==> src/rtl/vga_timing_gen.sv <==
// vga_timing_gen: parametrised VGA/DVI raster timing generator.
// Issues pixel-coordinate requests SHIFT_ACTIVE cycles ahead of scan-out and
// registers the returned colour onto vga_rgb, aligned with vga_de/hs/vs.
// Optional build macro VGA_TEST_PATTERN_EN replaces color_in with 8 vertical
// colour bars (white, yellow, cyan, green, magenta, red, blue, black).
module vga_timing_gen #(
  parameter int H_VISIBLE    = 1024,
  parameter int H_FRONT      = 24,
  parameter int H_SYNC       = 136,
  parameter int H_BACK       = 160,
  parameter int V_VISIBLE    = 768,
  parameter int V_FRONT      = 3,
  parameter int V_SYNC       = 6,
  parameter int V_BACK       = 29,
  parameter int HS_POL       = 0,
  parameter int VS_POL       = 0,
  parameter int SHIFT_ACTIVE = 4,
  parameter int X_W          = 10,
  parameter int Y_W          = 10,
  parameter int COLOR_W      = 24
) (
  input  logic               clk65,
  input  logic               rst_n,
  input  logic [COLOR_W-1:0] color_in,
  output logic               active,
  output logic [X_W-1:0]     active_x,
  output logic [Y_W-1:0]     active_y,
  output logic               screenend,
  output logic               vga_hs,
  output logic               vga_vs,
  output logic               vga_de,
  output logic [COLOR_W-1:0] vga_rgb
);

  localparam int H_LINE  = H_VISIBLE + H_FRONT + H_SYNC + H_BACK;
  localparam int V_FRAME = V_VISIBLE + V_FRONT + V_SYNC + V_BACK;
  localparam int HC_W    = $clog2(H_LINE);
  localparam int VC_W    = $clog2(V_FRAME);

  localparam logic [HC_W-1:0] H_LAST   = HC_W'(H_LINE - 1);
  localparam logic [HC_W-1:0] H_VIS    = HC_W'(H_VISIBLE);
  localparam logic [HC_W-1:0] HS_START = HC_W'(H_VISIBLE + H_FRONT);
  localparam logic [HC_W-1:0] HS_END   = HC_W'(H_VISIBLE + H_FRONT + H_SYNC);
  localparam logic [VC_W-1:0] V_LAST   = VC_W'(V_FRAME - 1);
  localparam logic [VC_W-1:0] V_VIS    = VC_W'(V_VISIBLE);
  localparam logic [VC_W-1:0] VS_START = VC_W'(V_VISIBLE + V_FRONT);
  localparam logic [VC_W-1:0] VS_END   = VC_W'(V_VISIBLE + V_FRONT + V_SYNC);
  localparam logic [X_W-1:0]  X_LAST   = X_W'(H_VISIBLE - 1);
  localparam logic [Y_W-1:0]  Y_LAST   = Y_W'(V_VISIBLE - 1);
  localparam logic            HS_ACT   = 1'(HS_POL);
  localparam logic            VS_ACT   = 1'(VS_POL);

  // Elaboration-time parameter sanity checks
  if (SHIFT_ACTIVE < 1 || SHIFT_ACTIVE > 16) begin : g_bad_shift
    $error("vga_timing_gen: SHIFT_ACTIVE must be in 1..16");
  end
  if ((H_VISIBLE - 1) >= (2 ** X_W)) begin : g_bad_xw
    $error("vga_timing_gen: X_W too narrow for H_VISIBLE-1");
  end
  if ((V_VISIBLE - 1) >= (2 ** Y_W)) begin : g_bad_yw
    $error("vga_timing_gen: Y_W too narrow for V_VISIBLE-1");
  end

`ifdef VGA_TEST_PATTERN_EN
  localparam int BAR_PIX = (H_VISIBLE / 8 > 0) ? H_VISIBLE / 8 : 1;
  localparam int CH_W    = COLOR_W / 3;

  // Colour of the vertical bar containing column x, full scale per channel
  function automatic logic [COLOR_W-1:0] bar_color(input logic [X_W-1:0] x);
    logic [COLOR_W-1:0] c;
    logic [2:0]         rgb;
    int                 idx;
    idx = int'(x) / BAR_PIX;
    case (idx)
      0:       rgb = 3'b111;
      1:       rgb = 3'b110;
      2:       rgb = 3'b011;
      3:       rgb = 3'b010;
      4:       rgb = 3'b101;
      5:       rgb = 3'b100;
      6:       rgb = 3'b001;
      default: rgb = 3'b000;
    endcase
    c = '0;
    c[3*CH_W-1 -: CH_W] = {CH_W{rgb[2]}};
    c[2*CH_W-1 -: CH_W] = {CH_W{rgb[1]}};
    c[CH_W-1   -: CH_W] = {CH_W{rgb[0]}};
    return c;
  endfunction
`endif

  logic [HC_W-1:0] h_cnt;
  logic [VC_W-1:0] v_cnt;
  logic            vis_c;
  logic            hs_raw;
  logic            vs_raw;
  logic            hs_p0;
  logic            vs_p0;

  logic            vld_dly [SHIFT_ACTIVE];
  logic            hs_dly  [SHIFT_ACTIVE];
  logic            vs_dly  [SHIFT_ACTIVE];
  logic            vld_pre;
  logic [COLOR_W-1:0] pix_color;

  assign vis_c  = (h_cnt < H_VIS) && (v_cnt < V_VIS);
  assign hs_raw = (h_cnt >= HS_START) && (h_cnt < HS_END);
  assign vs_raw = (v_cnt >= VS_START) && (v_cnt < VS_END);

  // Raster counters: h_cnt per pixel, v_cnt advances on each line wrap
  always_ff @(posedge clk65 or negedge rst_n) begin
    if (!rst_n) begin
      h_cnt <= '0;
      v_cnt <= '0;
    end else if (h_cnt == H_LAST) begin
      h_cnt <= '0;
      v_cnt <= (v_cnt == V_LAST) ? '0 : v_cnt + 1'b1;
    end else begin
      h_cnt <= h_cnt + 1'b1;
    end
  end

  // Stage 0: coordinate request and raw sync, one cycle behind the counters
  always_ff @(posedge clk65 or negedge rst_n) begin
    if (!rst_n) begin
      active   <= 1'b0;
      active_x <= '0;
      active_y <= '0;
      hs_p0    <= 1'b0;
      vs_p0    <= 1'b0;
    end else begin
      active   <= vis_c;
      active_x <= vis_c ? X_W'(h_cnt) : '0;
      active_y <= vis_c ? Y_W'(v_cnt) : '0;
      hs_p0    <= hs_raw;
      vs_p0    <= vs_raw;
    end
  end

  // End-of-visible-frame pulse, one cycle after the last visible request
  always_ff @(posedge clk65 or negedge rst_n) begin
    if (!rst_n) begin
      screenend <= 1'b0;
    end else begin
      screenend <= active && (active_x == X_LAST) && (active_y == Y_LAST);
    end
  end

  // Stage 1..SHIFT_ACTIVE: delay line carrying valid and raw syncs to scan-out
  always_ff @(posedge clk65 or negedge rst_n) begin
    if (!rst_n) begin
      for (int i = 0; i < SHIFT_ACTIVE; i++) begin
        vld_dly[i] <= 1'b0;
        hs_dly[i]  <= 1'b0;
        vs_dly[i]  <= 1'b0;
      end
    end else begin
      vld_dly[0] <= active;
      hs_dly[0]  <= hs_p0;
      vs_dly[0]  <= vs_p0;
      for (int i = 1; i < SHIFT_ACTIVE; i++) begin
        vld_dly[i] <= vld_dly[i-1];
        hs_dly[i]  <= hs_dly[i-1];
        vs_dly[i]  <= vs_dly[i-1];
      end
    end
  end

  // The valid bit entering the last delay stage gates the colour capture,
  // so vga_rgb and vga_de update on the same edge.
`ifdef VGA_TEST_PATTERN_EN
  logic [X_W-1:0] x_dly [SHIFT_ACTIVE];
  logic [X_W-1:0] x_pre;

  // Column delay line feeding the bar generator, aligned with vld_dly
  always_ff @(posedge clk65 or negedge rst_n) begin
    if (!rst_n) begin
      for (int i = 0; i < SHIFT_ACTIVE; i++) x_dly[i] <= '0;
    end else begin
      x_dly[0] <= active_x;
      for (int i = 1; i < SHIFT_ACTIVE; i++) x_dly[i] <= x_dly[i-1];
    end
  end

  if (SHIFT_ACTIVE == 1) begin : g_pre1
    assign vld_pre = active;
    assign x_pre   = active_x;
  end else begin : g_pren
    assign vld_pre = vld_dly[SHIFT_ACTIVE-2];
    assign x_pre   = x_dly[SHIFT_ACTIVE-2];
  end
  assign pix_color = bar_color(x_pre);
`else
  if (SHIFT_ACTIVE == 1) begin : g_pre1
    assign vld_pre = active;
  end else begin : g_pren
    assign vld_pre = vld_dly[SHIFT_ACTIVE-2];
  end
  assign pix_color = color_in;
`endif

  // Output colour register: blanking is forced black
  always_ff @(posedge clk65 or negedge rst_n) begin
    if (!rst_n) begin
      vga_rgb <= '0;
    end else if (vld_pre) begin
      vga_rgb <= pix_color;
    end else begin
      vga_rgb <= '0;
    end
  end

  assign vga_de = vld_dly[SHIFT_ACTIVE-1];
  assign vga_hs = ~(hs_dly[SHIFT_ACTIVE-1] ^ HS_ACT);
  assign vga_vs = ~(vs_dly[SHIFT_ACTIVE-1] ^ VS_ACT);

endmodule
==> config.mk <==
export PLATFORM = sky130hd
export DESIGN_NAME = vga_timing_gen
export DESIGN_NICKNAME = d
export VERILOG_FILES = /design/src/rtl/vga_timing_gen.sv
export SDC_FILE = /design/constraint.sdc
export NUM_CORES = 1
export LEC_CHECK = 0
export CAP_MARGIN = 20
export CORE_MARGIN = 4
export CORE_UTILIZATION = 40
export CTS_CLUSTER_DIAMETER = 100
export DETAILED_ROUTE_END_ITERATION = 8
export HOLD_SLACK_MARGIN = 0.08
export MAX_ROUTING_LAYER = met4
export PLACE_DENSITY = 0.79
export SLEW_MARGIN = 20
export SYNTH_ARGS = -nofsm -noshare
export SYNTH_HDL_FRONTEND = slang
export SYNTH_SLANG_ARGS = --single-unit
==> constraint.sdc <==
create_clock -name clk65 -period 1.7 [get_ports clk65]
set_input_delay 0.34 -clock clk65 [delete_from_list [all_inputs] [get_ports clk65]]
set_output_delay 0.34 -clock clk65 [all_outputs]
set_load 0.005 [all_outputs]
==> impl_summary.log, run 1 <==
INFO  metric run_status = completed
INFO  metric synthArstFlopShare = 1.00
INFO  metric unrepaired_setup_endpoints_after_global_routing = no
INFO  metric timing.reg2reg.setup_slack = between 90 and 100 ps
INFO  metric route.met2.wl = ~3100 um
INFO  metric detailedPlacementHpwl = 4760 um
INFO  metric dieHeight = 95.5 um
INFO  metric highest_layer = met4
INFO  metric crit_family = simple AND/OR/NAND/NOR gates
INFO  metric tns = 0 ps
INFO  metric initial_utilization = 0.418
INFO  metric routed_wirelength = 6370 um
INFO  metric critical_path.cell_chain = ha_1 > and4_2 > and2_1 > and4_1 > a211oi_2
INFO  metric timing_max_transition_violations_final = 0
INFO  metric num_rows = 31
INFO  metric min-delay-start = hs_dly[2]
INFO  metric route.layer.met1.wl = 2690 um
INFO  metric critPathCaptureType = flip-flop
INFO  metric synth_enable_flop_cells = 0
INFO  metric coreArea = 7330 um^2
INFO  metric area_growth_syn_to_layout = 37.0%
INFO  metric finClkSkew = 12.0 ps
INFO  metric max_cap_viols = 0
INFO  metric critical_path.max_stage_delay = 400 ps
INFO  metric number_of_global_route_vias_before_repair = 2,053
INFO  metric yosys_register_bits = 81
INFO  metric post_layout_cell_count = 433
INFO  metric post-route-period-util = 0.941
INFO  metric finalHoldViolations = 0
INFO  metric timing.critical_path.required = 1940 ps
INFO  metric min_path_cells = 0
INFO  metric die-area = 9120 um^2
INFO  metric power.ir.vdd_worst = roughly 0.00032 V
INFO  metric layout-drive-gt1-share = 0.120
INFO  metric synthesis.yosys.warnings = 0
INFO  metric cts_tree = done
INFO  metric element_type_at_the_critical_path_start = flip-flop
INFO  metric route.detailed.wl_per_inst = 14.7 um
INFO  metric data_arrival_time_of_the_worst_path = 1840 ps
INFO  metric grt.overflow.total = 0
INFO  metric syn_inst = 240
INFO  metric gpl.final_weighted_congestion = between 0.8 and 0.9
INFO  metric syn_area = 3060 um^2
INFO  metric timing.critical_path.slowest_stage_cell = dfrtp_1
INFO  metric die-width = 95.5 um
INFO  metric clock.fmax = approximately 620 MHz
INFO  metric dp_cells = 416
INFO  metric dr.first_iter.drc_count = 139
INFO  metric port_buffers = 74
INFO  metric wl_met3 = just over 500 um
INFO  metric min_period = 1600 ps
INFO  metric power.total = 0.00337 W
INFO  metric globalRouteTotalUtil = 0.148
INFO  metric cts.reportedPaths.clkPinSlew = 70 ps
INFO  metric yosysSeqAreaShare = 0.662
INFO  metric cellLeakagePower = between 1.5 and 2 nW
INFO  metric ios = 75
INFO  metric finalCoreUtilization = 0.572
INFO  metric regToRegEndpoint = h_cnt[8]
INFO  metric grt_antenna_before_repair = 0
INFO  metric synth_top_flop_cell = dfrtp_1
INFO  metric min_path_type = flip-flop to flip-flop
INFO  metric worst-setup-path-type = flip-flop to flip-flop
INFO  metric cts_made_buffers = 9
INFO  metric dr.pass1.iters = 4
INFO  metric grt_max_degree = 30
INFO  metric ant_nets = 0
INFO  metric avgViaCountPerCell = 4.85
INFO  metric post_synthesis_area_per_instance = 12.8 um^2
INFO  metric power_per_cell_area = 802 nW/um^2
INFO  metric bufs_on_longest_clock_path = 2
INFO  metric htree_levels = 3
INFO  metric worst-r2r-cell-count = 5
INFO  metric synth.lib_cells_used.distinct = 40
INFO  metric min_to = hs_dly[1]
INFO  metric worst_skew_pair.late_latency = between 300 and 400 ps
INFO  metric worstPathMaxFanout = 4
INFO  metric clock_sinks = 81
INFO  metric synth_fp_nets = roughly 270
INFO  metric crit_buf_inv = 0
INFO  metric vias = around 2,100
INFO  metric critical_path.reg2reg.startpoint = h_cnt[0]
INFO  metric grt_pass1_wl = 9930 um
INFO  metric antenna_cells_inserted = 0
INFO  metric max_slew.worst_pin.slew = 547 ps
INFO  metric relSlewSlack = 0.635
INFO  metric nets = 361
INFO  metric setup_viol = 0
INFO  metric drc = 0
INFO  metric cts.root.buffer_cell = clkbuf_8
routing by layer:
layer,vias to the layer above,track usage
li1,985,-
met1,1026,0.176
met2,79,0.244
met3,10,0.0268
met4,0,0.0675
met5,-,-
worst max-delay path by stage:
stage	start	to	depth (start not counted)	slack [ps]
2_1_floorplan	h_cnt[0]	v_cnt[4]	6	140
3_3_place_gp	h_cnt[0]	v_cnt[4]	6	110
3_5_place_dp	h_cnt[0]	h_cnt[8]	5	30
4_1_cts	h_cnt[0]	h_cnt[8]	5	10
5_1_grt	h_cnt[0]	v_cnt[3]	6	7
6_report	h_cnt[0]	h_cnt[8]	5	100
per-stage QoR:
step | instance area (um^2) | worst slack (ps) | hold slack (ps)
2_1_floorplan | 3060 | 139 | 44.4
3_3_place_gp | 3990 | 109 | 272
3_5_place_dp | 3990 | 29.0 | 276
4_1_cts | 4180 | 14.1 | 353
5_1_grt | 4200 | 6.70 | 358
6_report | 4200 | 100 | 349
timing repair:
action / 4_1_cts / 5_1_grt
setup endpoints to repair: 0 / 7
buffers inserted: 0 / 1
endpoints found under the hold margin: 24 / 0
hold buffers: 1 / 0
gates resized for setup: 0 / 3
power by group:
| group | internal, W | leakage, nW | switching (W) |
|---|---|---|---|
| clock | 0.000604 | 0.0895 | 0.000611 |
| combinational | 0.000122 | 0.757 | 0.0000662 |
| sequential | 0.00195 | 1.03 | 0.00000720 |
layout make-up:
type | instances | area, um^2
Multi-Input combinational cell | 137 | 948
Fill cell | 572 | 3140
Sequential cell | 81 | 2030
Clock buffer | 13 | 159
Timing Repair Buffer | 89 | 878
Inverter | 12 | 45.0
Tap cell | 99 | 124
Clock inverter | 2 | 13.8
worst reg2reg max path: cells and delay by family, from the launching register on:
| family | cells | cell delay, ps |
|---|---|---|
| AOI/OAI and AO/OA | 1 | 210 |
| DFF | 1 | 400 |
| adders and majority gates | 1 | 210 |
| and+or+nand+nor | 3 | 690 |
state kept, by name, indices dropped and copies added (netlist names), 2 cells and up:
name / count
h_cnt: 11
v_cnt: 10
vld_dly: 2
vs_dly: 4
vga_rgb: 24
hs_dly: 4
active_y: 10
active_x: 10
logic make-up after synthesis:
group                      count (synthesis)  synth area share
and+or+nand+nor                          100             0.210
DFF                                       81             0.662
buffers and inverters                     22            0.0327
xor gates and xnor gates                   9            0.0282
adders and majority gates                  5            0.0204
AOI/OAI and AO/OA                         23            0.0466
cell usage after synthesis, types with 4 or more instances:
cell type   n  area share
nand2_1     9       0.011
nand4_1     8       0.016
inv_1      12       0.015
nand3_1     6      0.0098
clkbuf_1    5      0.0061
o21ai_0     4      0.0065
dfrtp_1    81        0.66
and2_1     39       0.080
a21oi_1     7       0.011
nor2_1      6      0.0074
ha_1        5       0.020
nor3_1     10       0.016
xnor2_1     5       0.014
placed cells by master, fill, tap and decap left out, types with 3 or more instances in the layout:
| master | instances |
|---|---|
| clkdlybuf4s50_1 | 73 |
| nor2_1 | 6 |
| nand4_1 | 8 |
| xor2_1 | 3 |
| nand2_1 | 9 |
| ha_1 | 5 |
| xnor2_1 | 5 |
| a21oi_1 | 7 |
| nor3_1 | 10 |
| nand3_1 | 6 |
| o31ai_1 | 3 |
| and2_1 | 39 |
| clkbuf_8 | 11 |
| inv_1 | 12 |
| buf_4 | 13 |
| dfrtp_1 | 81 |
| o21ai_0 | 4 |
(Power assumes the default switching activity.)
==> run 2, diff against run 1 <==
--- a/config.mk
+++ b/config.mk
@@ -5,10 +5,10 @@
 export SDC_FILE = /design/constraint.sdc
 export NUM_CORES = 1
 export LEC_CHECK = 0
-export CAP_MARGIN = 20
 export CORE_MARGIN = 4
 export CORE_UTILIZATION = 40
 export CTS_CLUSTER_DIAMETER = 100
+export CTS_CLUSTER_SIZE = 12
 export DETAILED_ROUTE_END_ITERATION = 8
 export HOLD_SLACK_MARGIN = 0.08
 export MAX_ROUTING_LAYER = met4
==> results of run 2 <==
Same layout as run 1: the final DEF is identical, and so are final timing and power.
